**src/rtl/stack_seq.sv**
```systemverilog
// Operand-stack sequencer: caches top-of-stack in a register, spills the rest to a
// single-port sync-read RAM, and feeds the external ALU for binary operations.
module stack_seq #(
   parameter int WIDTH = 32,
   parameter int DEPTH = 16,
   parameter int AW    = 4
) (
   input  logic             clk,
   input  logic             rst,
   input  logic             cmd_valid,
   output logic             cmd_ready,
   input  logic [1:0]       cmd_op,
   input  logic [3:0]       cmd_aluop,
   input  logic [WIDTH-1:0] cmd_data,
   output logic [AW-1:0]    mem_addr,
   output logic             mem_we,
   output logic [WIDTH-1:0] mem_wdata,
   input  logic [WIDTH-1:0] mem_rdata,
   output logic [3:0]       alu_op,
   output logic [WIDTH-1:0] alu_a,
   output logic [WIDTH-1:0] alu_b,
   input  logic [WIDTH-1:0] alu_y,
   output logic [WIDTH-1:0] tos,
   output logic [AW:0]      count,
   output logic             full,
   output logic             empty,
   output logic             done,
   output logic             err,
   output logic             err_sticky
);

   typedef enum logic [2:0] {IDLE, WR, RD, LD, ERR} state_t;

   localparam logic [1:0]  OP_PUSH  = 2'd0;
   localparam logic [1:0]  OP_POP   = 2'd1;
   localparam logic [1:0]  OP_BINOP = 2'd2;
   localparam logic [1:0]  OP_DUP   = 2'd3;
   localparam logic [AW:0] DEPTH_C  = (AW+1)'(DEPTH);
   localparam logic [AW:0] ONE_C    = (AW+1)'(1);
   localparam logic [AW:0] TWO_C    = (AW+1)'(2);

   state_t           state, state_nxt;
   logic [1:0]       op_q;
   logic [WIDTH-1:0] data_q;
   logic             accept;
   logic             legal;
   logic [AW-1:0]    addr_m1;
   logic [AW-1:0]    addr_m2;

   assign cmd_ready = (state == IDLE);
   assign accept    = cmd_valid & cmd_ready;
   assign full      = (count == DEPTH_C);
   assign empty     = (count == '0);
   assign addr_m1   = AW'(count - ONE_C);
   assign addr_m2   = AW'(count - TWO_C);
   assign alu_a     = mem_rdata;
   assign alu_b     = tos;

   // Legality is judged on the count seen at accept; rejected commands leave state untouched.
   always_comb begin
      legal = 1'b0;
      case (cmd_op)
         OP_PUSH:  legal = !full;
         OP_POP:   legal = !empty;
         OP_BINOP: legal = (count >= TWO_C);
         OP_DUP:   legal = !empty && !full;
         default:  legal = 1'b0;
      endcase
   end

   always_ff @(posedge clk or posedge rst) begin
      if (rst) state <= IDLE;
      else     state <= state_nxt;
   end

   always_comb begin
      state_nxt = state;
      mem_we    = 1'b0;
      mem_addr  = '0;
      mem_wdata = '0;
      done      = 1'b0;
      err       = 1'b0;
      case (state)
         IDLE: begin
            if (accept) begin
               if (!legal)
                  state_nxt = ERR;
               else if (cmd_op == OP_PUSH || cmd_op == OP_DUP)
                  state_nxt = WR;
               else
                  state_nxt = RD;
            end
         end
         WR: begin
            // The old TOS spills to RAM only when the stack was non-empty.
            if (count != '0) begin
               mem_we    = 1'b1;
               mem_addr  = addr_m1;
               mem_wdata = tos;
            end
            done      = 1'b1;
            state_nxt = IDLE;
         end
         RD: begin
            if (count >= TWO_C) mem_addr = addr_m2;
            state_nxt = LD;
         end
         LD: begin
            done      = 1'b1;
            state_nxt = IDLE;
         end
         ERR: begin
            done      = 1'b1;
            err       = 1'b1;
            state_nxt = IDLE;
         end
         default: state_nxt = IDLE;
      endcase
   end

   always_ff @(posedge clk or posedge rst) begin
      if (rst) begin
         count      <= '0;
         tos        <= '0;
         alu_op     <= '0;
         op_q       <= OP_PUSH;
         err_sticky <= 1'b0;
      end else begin
         case (state)
            IDLE: begin
               if (accept) begin
                  op_q   <= cmd_op;
                  alu_op <= cmd_aluop;
               end
            end
            WR: begin
               count <= count + ONE_C;
               if (op_q == OP_PUSH) tos <= data_q;
            end
            LD: begin
               count <= count - ONE_C;
               // RAM read data is meaningful only when a second entry existed.
               if (op_q == OP_POP)
                  tos <= (count == ONE_C) ? '0 : mem_rdata;
               else
                  tos <= alu_y;
            end
            ERR: err_sticky <= 1'b1;
            default: ;
         endcase
      end
   end

   always_ff @(posedge clk) begin
      if (accept) data_q <= cmd_data;
   end

endmodule

```
**config.mk**
```make
export PLATFORM = sky130hd
export DESIGN_NAME = stack_seq
export DESIGN_NICKNAME = d
export VERILOG_FILES = /design/src/rtl/stack_seq.sv
export SDC_FILE = /design/constraint.sdc
export NUM_CORES = 1
export LEC_CHECK = 0
export CORE_MARGIN = 4
export CORE_UTILIZATION = 38
export DETAILED_ROUTE_END_ITERATION = 10
export PLACE_DENSITY = 0.89
export SYNTH_ARGS = -nofsm -noshare
export SYNTH_HDL_FRONTEND = slang
export SYNTH_SLANG_ARGS = --single-unit
```
**constraint.sdc**
```tcl
create_clock -name clk -period 4.42 [get_ports clk]
set_input_delay 0.663 -clock clk [delete_from_list [all_inputs] [get_ports clk]]
set_output_delay 0.663 -clock clk [all_outputs]
set_load 0.1 [all_outputs]
```
==> key figures <==
Detailed routing
  – Routed vias/inst: ~5.1
  – Via count: about 3800
  – Wirelength per Cell: approximately 19 µm
  – Drt drc: 0
  – DRT Pass-1 Iters: 4
  – Antenna-violating nets left: 0
  – WL final: between 10000 and 15000 µm
  – DRT iter0 DRCs: between 200 and 250

STA
  – Hold_ws: about 0.47 ns
  – Slew @ Worst Pin: 1.17 ns
  – Clock Skew: 0.00661 ns
  – Final Hold Fails: 0
  – Max-slew violations: 0
  – Final setup fails: 0
  – Fin crit share: around four fifths
  – Final Critical Period: around 3.6 ns
  – Max Clk Rate: approximately 280 MHz
  – Relative slew slack: a little over a fifth
  – Setup TNS: 0 ns
  – RSZ-0062 raised after global routing: no

Synth
  – Largest family of logic cells by synthesized area: buffers and inverters
  – Synthesized instance count: 420
  – Xor/xnor share of the synthesized area: roughly 1.4%
  – Syn avg cell area: a little over 10 µm²
  – Post-Synthesis Cell Area: around 4300 µm²
  – Synth Flop Type: dfrtp_1
  – Post-synth EDFFs: 32
  – Adder-Cell Fraction of Synth Area: under 10%
  – Post-synthesis mux area share: around 2.0%
  – Synthesized Nets: approximately 540
  – Synth Register Bits: just under 80
  – Synth cell types: 38
  – Simple-gate share of the synthesized area: 14.3%
  – Synth Warn #: 0
  – Sequential fraction of the synthesis area: approximately 49%
  – Compound-Gate Fraction of Synth Area: between 10 and 15%
  – Asr flop ratio synth: 59.5%

Setup path
  – Maximum fanout along the worst path: 33
  – CP Class: flop to output pin
  – Reg-to-reg endpoint: alu_b[21]
  – Critical Path Max Stage Delay: around 0.48 ns
  – Reg2Reg Depth: 4
  – CP dominant cell by count: inv_1
  – WP data arrival: slightly below 3 ns
  – Slowest cell on crit path: or4b_4
  – Worst-path cell chain: inv_1 > ha_1 > or4b_4 > nand3_1 > inv_1 > and2_1 > buf_4
  – WP data required: approximately 3.8 ns
  – R2R Setup Slk: ~2 ns
  – CP startpoint kind: flop
  – Reg-to-reg startpoint: state[1]
  – CP endpoint kind: output pin

Global route
  – Largest net degree at the start of global routing: 48
  – Vias in the first global route: around 3800
  – GRT overflow: 0
  – Initial antenna violation count: 0
  – GRT Resource Usage Total: around 20%
  – First-pass GRT wire length: 21000 µm

Finish
  – Commonest cells after routing, fill and taps aside: 214 x clkdlybuf4s50_1, 47 x dfrtp_1, 44 x buf_4
  – P&R area growth vs syn: 54.1%
  – Most common cell after layout, fill and taps aside: clkdlybuf4s50_1
  – Share of layout cells above drive strength 1: 11.8%
  – Multi-input gate area: roughly 1600 µm²
  – Seq. cell area: around 2100 µm²
  – ANT cells: 0
  – Final nets: between 700 and 800
  – Fillers: 917

Hold path
  – Hold WC Path Type: flop to flop
  – Hold depth: 1
  – Hold Crit Start: err_sticky
  – Worst hold endpoint: err_sticky

Die
  – Site row count: 38
  – Top-level I/O count: ~250
  – Core area: between 10000 and 15000 µm²
  – Total die area: ~13000 µm²
  – Die W: 115 µm
  – Die height: ~110 µm
  – Initial core utilization: ~39%

Placement
  – # port buffers: ~250
  – Hpwl dp: approximately 11000 µm
  – Gpl congestion: about 0.83

CTS
  – Number of post-CTS setup repair buffers: 0
  – Clk buf depth: 2
  – Total CTS buffers: 9
  – CTS tree: done
  – # resized after CTS: 0
  – Clock tree sinks: 79
  – Hold buffers post-CTS: 0
  – Root Buffer: clkbuf_16
  – H-Tree Depth: 3
  – Worst-skew pair later-pin latency: between 0.3 and 0.4 ns
  – Reg clk slew, reported paths: about 0.06 ns

Run status
  – Run status: finished clean

Run
  – Max Cap Viol: 0
-- state kept, by name, indices dropped and copies added, names as in the netlist --
name        count
alu_b          32
data_q         32
state           3
err_sticky      1
count           5
op_q            2
alu_op          4
-- synth_stat cells (3+ instances only) --
| cell | instances | area [µm²] |
|---|---|---|
| edfxtp_1 | 32 | 961 |
| inv_1 | 12 | 45.0 |
| o22ai_1 | 3 | 18.8 |
| a21oi_1 | 3 | 15.0 |
| buf_4 | 64 | 480 |
| nor2_1 | 42 | 158 |
| nand2_1 | 36 | 135 |
| o31ai_1 | 32 | 240 |
| buf_2 | 5 | 25.0 |
| nand2b_1 | 4 | 25.0 |
| xnor2_1 | 6 | 52.6 |
| clkbuf_1 | 21 | 78.8 |
| ha_1 | 12 | 150 |
| and2_1 | 32 | 200 |
| mux2_2 | 6 | 67.6 |
| a221oi_1 | 32 | 280 |
| buf_1 | 3 | 11.3 |
| nand3_1 | 5 | 25.0 |
| dfrtp_1 | 47 | 1180 |
-- logic make-up after synthesis --
group	after synthesis
adders and majority gates	12
muxes	8
xor gates and xnor gates	7
DFF	79
AOI/OAI and AO/OA	80
buffers and inverters	106
and+or+nand+nor	128
-- critical path, delay by kind of cell (launching register included) --
kind          cells  cell delay (ns)
simple gates      3             1.06
flops             1             0.44
fa+ha+maj         1             0.19
buf+inv           3             0.85
-- routing by layer --
layer / track usage, % / wire length, µm / vias to the layer above
met2: 36.5 / 7620 / 181
met1: 24.3 / 5370 / 1804
met4: 6.57 / 206 / 0
li1: - / - / 1767
met5: 0 / 0 / -
met3: 4.74 / 960 / 19
-- worst max path at each step --
| stage | startpoint | endpoint | slack (ns) |
|---|---|---|---|
| 3_5_place_dp | count[1] | mem_wdata[30] | 1.24 |
| 2_1_floorplan | count[0] | mem_addr[0] | 0.38 |
| 4_1_cts | count[1] | mem_wdata[30] | 0.87 |
| 3_3_place_gp | count[0] | empty | 1.30 |
| 5_1_grt | count[0] | mem_wdata[23] | 0.64 |
| 6_report | count[1] | mem_wdata[28] | 0.85 |
-- metrics by stage --
stage          util [%]  area, µm²  setup slack [ns]  cells
2_1_floorplan         -       4340             0.378    420
3_3_place_gp       58.2       6420              1.30    724
3_5_place_dp       58.2       6420              1.24    724
4_1_cts            60.7       6690             0.868    740
5_1_grt            60.7       6690             0.637    740
6_report           60.7       6690             0.853    740
-- area by class of cell --
| cell class | instances | share of cell area [%] |
|---|---|---|
| repair buffers | 258 | 36.9 |
| flip-flops and latches | 79 | 31.9 |
| multi-input cells | 235 | 23.7 |
| clock buffers | 10 | 3.57 |
| well taps | 140 | 2.62 |
| inverters | 12 | 0.673 |
| clock inverters | 6 | 0.542 |
Power is left out: the tool's default activity adds up to more than one toggle a clock period on the data nets, which glitch-free logic cannot reach.
